[src/rtl/scumvcontroller_tx_arbiter.sv]
// Round-robin packet arbiter sharing one UART transmit byte stream among the
// ASC response, STL response and debug/status sources. Whole packets are
// granted, optionally prefixed with a one-byte source tag, and a packet whose
// source stalls for too long mid-packet is aborted.
module scumvcontroller_tx_arbiter #(
    parameter bit          TAG_EN         = 1'b1,
    parameter logic [7:0]  TAG_ASC        = 8'h61,
    parameter logic [7:0]  TAG_STL        = 8'h73,
    parameter logic [7:0]  TAG_DBG        = 8'h64,
    parameter int unsigned TIMEOUT_CYCLES = 100000
) (
    input  logic        clk,
    input  logic        reset_n,
    input  logic [2:0]  src_valid,
    input  logic [23:0] src_data,
    input  logic [2:0]  src_last,
    output logic [2:0]  src_ready,
    output logic [7:0]  tx_data,
    output logic        tx_valid,
    input  logic        tx_ready,
    output logic [2:0]  grant,
    output logic        busy,
    output logic        timeout_err,
    output logic [1:0]  timeout_src,
    input  logic        err_clear
);

    typedef enum logic [1:0] {IDLE, TAG, DATA} state_t;

    // Last stall-counter value tolerated before the packet is aborted.
    localparam logic [23:0] CNT_LAST = 24'(TIMEOUT_CYCLES - 1);

    state_t      state, state_next;
    logic [2:0]  grant_next;
    logic [1:0]  gidx, gidx_next;       // index of the granted source
    logic [1:0]  rr_ptr, rr_next;       // first source considered at next arbitration
    logic [23:0] cnt, cnt_next;         // consecutive source-stall cycles in DATA
    logic        err_next;
    logic [1:0]  tsrc_next;
    logic [1:0]  pick;
    logic        cur_valid;
    logic        cur_last;
    logic [7:0]  cur_data;
    logic [7:0]  tag_byte;

    // First requesting source at or after ptr in cyclic order 0,1,2.
    // Scanning from the farthest offset down lets the nearest hit win.
    function automatic logic [1:0] pick_src(input logic [2:0] req, input logic [1:0] ptr);
        int         s;
        logic [1:0] idx;
        pick_src = ptr;
        for (int k = 2; k >= 0; k--) begin
            s = int'(ptr) + k;
            if (s >= 3) s = s - 3;
            idx = 2'(s);
            if (req[idx]) pick_src = idx;
        end
    endfunction

    function automatic logic [1:0] next_idx(input logic [1:0] g);
        next_idx = (g == 2'd2) ? 2'd0 : g + 2'd1;
    endfunction

    assign pick      = pick_src(src_valid, rr_ptr);
    assign cur_valid = src_valid[gidx];
    assign cur_last  = src_last[gidx];
    assign cur_data  = src_data[{gidx, 3'b000} +: 8];
    assign busy      = (state != IDLE);

    always_comb begin
        case (gidx)
            2'd0:    tag_byte = TAG_ASC;
            2'd1:    tag_byte = TAG_STL;
            default: tag_byte = TAG_DBG;
        endcase
    end

    // Next-state, register updates and the combinational UART/source handshake.
    always_comb begin
        // NOTE: every signal driven here gets a default first, so no path
        // through the case statement can leave one unassigned and infer a latch.
        state_next = state;
        grant_next = grant;
        gidx_next  = gidx;
        rr_next    = rr_ptr;
        cnt_next   = cnt;
        err_next   = timeout_err & ~err_clear;
        tsrc_next  = timeout_src;
        tx_valid   = 1'b0;
        tx_data    = 8'h00;
        src_ready  = 3'b000;

        case (state)
            IDLE: begin
                cnt_next = '0;
                if (|src_valid) begin
                    gidx_next  = pick;
                    grant_next = 3'(3'b001 << pick);
                    state_next = TAG_EN ? TAG : DATA;
                end
            end
            TAG: begin
                tx_valid = 1'b1;
                tx_data  = tag_byte;
                cnt_next = '0;
                if (tx_ready) state_next = DATA;
            end
            DATA: begin
                tx_valid        = cur_valid;
                tx_data         = cur_data;
                src_ready[gidx] = tx_ready;
                if (cur_valid && tx_ready) begin
                    cnt_next = '0;
                    if (cur_last) begin
                        state_next = IDLE;
                        grant_next = 3'b000;
                        rr_next    = next_idx(gidx);
                    end
                end else if (!cur_valid) begin
                    // Only a silent source counts as a stall; UART backpressure does not.
                    if (cnt == CNT_LAST) begin
                        state_next = IDLE;
                        grant_next = 3'b000;
                        rr_next    = next_idx(gidx);
                        cnt_next   = '0;
                        err_next   = 1'b1;
                        tsrc_next  = gidx;
                    end else begin
                        cnt_next = cnt + 24'd1;
                    end
                end
            end
            default: state_next = IDLE;
        endcase
    end

    // State and status registers with synchronous active-low reset.
    always_ff @(posedge clk) begin
        // NOTE: sequential state uses non-blocking assignments so every register
        // samples the pre-edge values, independent of statement order.
        if (!reset_n) begin
            state       <= IDLE;
            grant       <= 3'b000;
            gidx        <= 2'd0;
            rr_ptr      <= 2'd0;
            cnt         <= '0;
            timeout_err <= 1'b0;
            timeout_src <= 2'd0;
        end else begin
            state       <= state_next;
            grant       <= grant_next;
            gidx        <= gidx_next;
            rr_ptr      <= rr_next;
            cnt         <= cnt_next;
            timeout_err <= err_next;
            timeout_src <= tsrc_next;
        end
    end

endmodule

[config.mk]
export PLATFORM = sky130hd
export DESIGN_NAME = scumvcontroller_tx_arbiter
export DESIGN_NICKNAME = d
export VERILOG_FILES = /design/src/rtl/scumvcontroller_tx_arbiter.sv
export SDC_FILE = /design/constraint.sdc
export NUM_CORES = 1
export LEC_CHECK = 0
export ABC_AREA = 1
export CAP_MARGIN = 20
export CORE_ASPECT_RATIO = 1.1
export CORE_MARGIN = 2
export CORE_UTILIZATION = 56
export DETAILED_ROUTE_END_ITERATION = 12
export PLACE_DENSITY = 0.86
export SLEW_MARGIN = 15
export SYNTH_ARGS = -nofsm -noshare
export SYNTH_HDL_FRONTEND = slang
export SYNTH_SLANG_ARGS = --single-unit
[constraint.sdc]
create_clock -name clk -period 2.87 [get_ports clk]
set_input_delay 0.574 -clock clk [delete_from_list [all_inputs] [get_ports clk]]
set_output_delay 0.574 -clock clk [all_outputs]
set_load 0.02 [all_outputs]
==> results of run 1 <==
[sequential cells by signal (all words and copies together) (netlist names)]
register and count:
timeout_src 2, timeout_err 1, cnt 24, grant 3, gidx 2, rr_ptr 2, state 2
[power by group]
part           switching (mW)  internal [mW]  total, mW
clock network           0.195          0.257      0.452
registers              0.0593          0.547      0.606
logic                   0.763          0.465       1.23
[logic make-up (layout without fill, tap and decap cells)]
family | count (synthesis) | in the layout
AND/OR/NAND/NOR | 232 | 232
AO/OA/AOI/OAI | 65 | 65
buffers and inverters | 62 | 125
flip-flops | 36 | 36
adder cells (fa/ha/maj) | 6 | 6
XOR/XNOR | 5 | 5
[routing by layer]
metal / up-vias / global-route usage, %
met2: 69 / 51.06
met5: - / 0
met4: 0 / 13.14
met3: 20 / 5.159
met1: 1333 / 35.23
li1: 1448 / -
[worst paths after layout]
check,start,to,depth (start not counted)
worst max-delay path,src_valid[0],tx_valid,6
worst min-delay path,grant[1]$_SDFFE_PN0P_,grant[1]$_SDFFE_PN0P_,2
worst max register to register,gidx[1]$_SDFFE_PN0P_,cnt[14]$_SDFFE_PN0P_,12
worst min register to register,grant[1]$_SDFFE_PN0P_,grant[1]$_SDFFE_PN0P_,2
[synthesized netlist by cell type, types with 2 or more instances]
| cell | number |
|---|---|
| a21boi_0 | 2 |
| a21oi_1 | 22 |
| a21oi_2 | 4 |
| a22o_1 | 5 |
| a31oi_1 | 2 |
| buf_6 | 2 |
| dfxtp_1 | 36 |
| ha_1 | 6 |
| inv_1 | 49 |
| inv_2 | 4 |
| inv_4 | 2 |
| nand2_1 | 95 |
| nand2_2 | 2 |
| nand2_4 | 3 |
| nand2_8 | 2 |
| nand3_1 | 34 |
| nand3_2 | 4 |
| nand3_4 | 3 |
| nand4_1 | 6 |
| nor2_1 | 61 |
| nor2_2 | 2 |
| nor2_4 | 3 |
| nor3_1 | 13 |
| o21ai_0 | 15 |
| o21ai_1 | 3 |
| o21ai_2 | 3 |
| o22ai_1 | 4 |
| xor2_1 | 4 |
[timing repair]
item | CTS | global route
resized for setup | 0 | 2
hold buffers | 0 | 0
endpoints found under the setup margin | 0 | 7
[through the flow]
step	std cells	utilization, %	hold slack (ns)	power, mW	setup WS [ns]
after floorplan	406	-	0.4570	1.469	0.7267
after global placement	517	70.98	0.4565	1.796	0.1789
after detailed placement	517	70.98	0.4630	1.826	0.1535
after CTS	525	73.40	0.4754	2.282	0.07195
after global routing	525	73.46	0.5105	2.444	0.06811
final	525	73.46	0.4736	2.285	0.1265
[cell type report]
type	instances	area (µm²)	area share, %
clock buffers	5	68.82	2.042
clock inverters	3	42.54	1.263
inverters	57	231.5	6.870
multi-input cells	308	1653	49.05
flip-flops and latches	36	723.2	21.46
well taps	56	70.07	2.079
repair buffers	60	580.6	17.23
[worst reg2reg max path, stage by stage, from the launching register on]
cell and delay (ns):
dfxtp_2 0.49, inv_4 0.10, nand3_2 0.09, nand3_4 0.08, buf_4 0.17, nand3_4 0.09, nand2_4 0.14, nor2_4 0.15
inv_2 0.06, nor2_2 0.13, nand3_1 0.13, nor2_1 0.11, nor2_1 0.04
==> flow_metrics.env, run 1 <==
export IMPL_syn_nets=446
export IMPL_fp_row_count=26
export IMPL_ys_async_sr_fraction_pct=0
export IMPL_syn_area_per_cell_um2=6.512
export IMPL_synth_xor_area_share_pct=1.656
export IMPL_crit_top_cell="clkdlybuf4s50_1"
export IMPL_ys_flop_type="dfxtp_1"
export IMPL_viasPerCell=5.467
export IMPL_wl_met2_um=3597
export IMPL_critPathKind="primary input to primary output"
export IMPL_tightest_slew_ns=0.4078
export IMPL_finalMaxSlewViolations=0
export IMPL_path_cells="clkdlybuf4s50_1, nand2_4, nand3_4, inv_1, o21ai_0, clkdlybuf4s50_1"
export IMPL_fin_crit_ns=2.743
export IMPL_final_cell_area_um2=3369
export IMPL_synth_top_cell_by_area="dfxtp_1"
export IMPL_clock_fmax_mhz=364.5
export IMPL_h_tree_depth=2
export IMPL_critPathCaptureType="primary output"
export IMPL_nFillCells=403
export IMPL_grtUsageTotal_pct=29.42
export IMPL_io_pins=53
export IMPL_finalSetupTns_ns=0
export IMPL_clk_pin_slew_worst_paths_ns=0.08
export IMPL_ys_types=43
export IMPL_synth_area_top_cells="dfxtp_1 27%, nand2_1 13%, nor2_1 8.7%, inv_1 7.0%, nand3_1 6.4%"
export IMPL_drive_gt1_share_pct=11.94
export IMPL_chipWidth_um=69.51
export IMPL_final_common_cell="nand2_1"
export IMPL_fin_skew_ns=0.01345
export IMPL_diodes=0
export IMPL_clock_sinks=36
export IMPL_synth_compound_area_share_pct=15.43
export IMPL_die_area_um2=5287
export IMPL_synth_top_family_by_area="simple AND/OR/NAND/NOR gates"
export IMPL_slew_headroom_pct=72.66
export IMPL_max_stage_delay_ns=0.65
export IMPL_vias=2870
export IMPL_grt_antenna_before_repair=0
export IMPL_die_h_um=76.07
export IMPL_grt_max_degree=14
export IMPL_nets=508
export IMPL_yosysSeqAreaShare_pct=27.26
export IMPL_p_leak_nw=1.404
export IMPL_syn2layout_area_growth_pct=27.45
export IMPL_first_pass_iters=4
export IMPL_run_status="finished clean"
export IMPL_dr_max_layer_used="met4"
export IMPL_cp_arrival_ns=2.17
export IMPL_drc=0
export IMPL_initial_utilization_pct=57.64
export IMPL_cp_slowest_cell="clkdlybuf4s50_1"
export IMPL_post_route_period_util_pct=95.59
export IMPL_grt_pass1_vias=2827
export IMPL_wl_met3_um=264
export IMPL_vdd_drop_max_v=0.0004948
export IMPL_rsz0062_at_grt="false"
export IMPL_synth_edf_count=0
export IMPL_root_buffer="clkbuf_8"
export IMPL_final_cell_mix="95 x nand2_1, 61 x nor2_1, 52 x clkdlybuf4s50_1, 49 x inv_1"
export IMPL_ys_warn_count=0
export IMPL_synthAdderAreaFrac_pct=2.840
export IMPL_dp_hpwl_um=5473
export IMPL_hold_violations=0
export IMPL_synthMuxAreaShare_pct=0
export IMPL_portBuffers=52
export IMPL_cp_required_ns=2.30
export IMPL_synth_top_area_share_pct=27.26
export IMPL_reg2reg_setup_slack_ns=0.99
export IMPL_postCtsSetupBuffers=0
export IMPL_core_um2=4587
export IMPL_path_buf_inv=3
export IMPL_dpl_cell_area_um2=3256
export IMPL_synthCells=406
export IMPL_post_drt_wl_per_cell_um=13.67
export IMPL_startpoint_type="primary input"
export IMPL_place_gp_congestion=0.9415
export IMPL_post_synth_and_or_nand_nor_area_fraction_pct=42.59
export IMPL_ant_nets=0
export IMPL_clkLatencyLatePin_ns=0.30
export IMPL_drt_iter0_drc=167
export IMPL_ys_ff_latch=36
export IMPL_clk_path_buf_depth=2
export IMPL_cpLargestDelayFamily="buffers and inverters"
export IMPL_grt_pass1_wl_um=12770
export IMPL_wl_met1_um=3111
export IMPL_cts_inserted_buffers=5
export IMPL_p_per_area_nw_per_um2=678.1
export IMPL_cts_tree="done"
export IMPL_grt_overflow_total=0
export IMPL_netlist_area_um2=2644
export IMPL_hp_class="flip-flop to flip-flop"
export IMPL_drv_cap=0
export IMPL_setup_violations=0
export IMPL_path_max_fanout=5
export IMPL_postRouteWirelength_um=7178
Note: power is estimated with default switching activity, not from simulation.
==> run 2: changes to the inputs <==
- CORE_UTILIZATION: 56 -> 45
- CTS_CLUSTER_SIZE: default -> 16
- PLACE_DENSITY: 0.86 -> 0.71
==> run 2 against run 1 <==
Net effect:
- flip-flop and latch count stayed put
- first-iteration DRC count is 31% lower
- count of clock-buffer cells in the layout is 1 higher
- non-clock buffer count stayed put
- cell count is 4.0% higher
- sequential power is 0.7% higher
- combinational power hardly changed
- via count is 4.7% lower
- utilization is 15 points lower
- hold slack better by 0.0016 ns
- largest power group unchanged
==> flow_metrics.env, run 2 (synthesis results as in run 1) <==
export IMPL_drc=0
export IMPL_startpoint_type="primary input"
export IMPL_diodes=0
export IMPL_vdd_drop_max_v=0.0003138
export IMPL_viasPerCell=5.009
export IMPL_h_tree_depth=2
export IMPL_cp_required_ns=2.30
export IMPL_critPathKind="primary input to primary output"
export IMPL_post_route_period_util_pct=94.87
export IMPL_core_um2=5733
export IMPL_ant_nets=0
export IMPL_largestRegisters="cnt x24, grant x3"
export IMPL_run_status="finished clean"
export IMPL_top_register="cnt"
export IMPL_grt_pass1_vias=2656
export IMPL_largest_reg_flops=24
export IMPL_die_h_um=84.39
export IMPL_tightest_slew_ns=0.4057
export IMPL_critPathCaptureType="primary output"
export IMPL_reg2reg_setup_slack_ns=0.97
export IMPL_cts_inserted_buffers=5
export IMPL_drive_gt1_share_pct=11.94
export IMPL_finalSetupTns_ns=0
export IMPL_path_cells="clkdlybuf4s50_1, nand2_4, nand3_4, inv_1, o21ai_0, clkdlybuf4s50_1"
export IMPL_hp_class="flip-flop to flip-flop"
export IMPL_root_buffer="clkbuf_8"
export IMPL_clk_pin_slew_worst_paths_ns=0.07
export IMPL_cp_arrival_ns=2.15
export IMPL_fp_row_count=29
export IMPL_grt_antenna_before_repair=0
export IMPL_syn2layout_area_growth_pct=27.73
export IMPL_cts_hold_buf=0
export IMPL_p_per_area_nw_per_um2=648.2
export IMPL_first_pass_iters=4
export IMPL_path_buf_inv=3
export IMPL_grt_overflow_total=0
export IMPL_drt_iter0_drc=115
export IMPL_post_drt_wl_per_cell_um=12.75
export IMPL_finalMaxSlewViolations=0
export IMPL_place_gp_congestion=0.9102
export IMPL_fin_crit_ns=2.723
export IMPL_final_common_cell="nand2_1"
export IMPL_whs_ns=0.4751
export IMPL_grt_max_degree=14
export IMPL_postRouteWirelength_um=6959
export IMPL_clkLatencyLatePin_ns=0.28
export IMPL_slew_headroom_pct=72.80
export IMPL_rsz0062_at_grt="false"
export IMPL_path_max_fanout=5
export IMPL_die_area_um2=6505
export IMPL_grt_pass1_wl_um=11990
export IMPL_chipWidth_um=77.08
export IMPL_dp_hpwl_um=5531
export IMPL_clock_fmax_mhz=367.3
export IMPL_fin_skew_ns=0.004030
export IMPL_portBuffers=52
export IMPL_p_leak_nw=1.401
export IMPL_cts_tree="done"
export IMPL_clock_sinks=36
export IMPL_crit_top_cell="clkdlybuf4s50_1"
export IMPL_grtUsageTotal_pct=22.28
export IMPL_drv_cap=0
export IMPL_initial_utilization_pct=46.12
export IMPL_io_pins=53
export IMPL_clk_path_buf_depth=2
export IMPL_final_cell_mix="95 x nand2_1, 61 x nor2_1, 52 x clkdlybuf4s50_1, 49 x inv_1"
export IMPL_nets=508
export IMPL_vias=2735
export IMPL_max_stage_delay_ns=0.64
export IMPL_p_total_mw=2.189
export IMPL_hold_violations=0
export IMPL_setup_violations=0
export IMPL_cp_slowest_cell="clkdlybuf4s50_1"
export IMPL_cpLargestDelayFamily="buffers and inverters"
[run 2: worst min-delay path: stages, from the launching register on]
cell and delay [ns]:
dfxtp_1 0.31, nand2_1 0.06, a21oi_1 0.06
[run 2: per-stage QoR]
stage	cells	setup slack (ns)	util [%]	cell area [µm²]
floorplan	406	0.7267	-	2644
global placement	538	0.1748	57.25	3282
finish	546	0.1473	58.90	3377
global route	546	0.08833	58.90	3377
CTS	546	0.08343	58.86	3374
detailed placement	538	0.1336	57.25	3282
[run 2: per-layer routing]
layer	vias up	GRT usage, %	wire length, µm
li1	1443	-	-
met1	1212	27.31	3146
met2	64	38.76	3382
met3	16	4.624	297
met4	0	7.792	133
met5	-	0	0
[run 2: report_power, final]
part / leakage [nW] / internal (mW) / total, mW / switching, mW
Clock: 0.0510 / 0.192 / 0.374 / 0.182
Sequential: 0.292 / 0.547 / 0.610 / 0.0629
Combinational: 1.06 / 0.464 / 1.21 / 0.742
Total: 1.40 / 1.20 / 2.19 / 0.986
[run 2: path summary, 6_finish.rpt]
| path | from | end | cells after the start |
|---|---|---|---|
| min reg2reg | grant[1]$_SDFFE_PN0P_ | grant[1]$_SDFFE_PN0P_ | 2 |
| max | src_valid[0] | tx_valid | 6 |
| min | grant[1]$_SDFFE_PN0P_ | grant[1]$_SDFFE_PN0P_ | 2 |
| max reg2reg | rr_ptr[0]$_SDFFE_PN0P_ | grant[2]$_SDFFE_PN0P_ | 13 |
[run 2: timing repair]
| item | in CTS | in global routing |
|---|---|---|
| resized for setup | 0 | 2 |
| buffers inserted | 0 | 0 |
| setup endpoints to repair | 0 | 6 |
[run 2: layout make-up]
cell class / instances / area [µm²]
clock buffer: 6 / 82.58
clock inverter: 2 / 10.01
fill: 581 / 2356
inverter: 57 / 231.5
multi-input combinational: 308 / 1653
sequential: 36 / 723.2
tap: 77 / 96.34
timing repair buffer: 60 / 580.6
==> run 3: changes to the inputs <==
- CTS_CLUSTER_DIAMETER: default -> 60
==> results of run 3 <==
No change in the layout: final DEF, timing and power equal those of run 2.
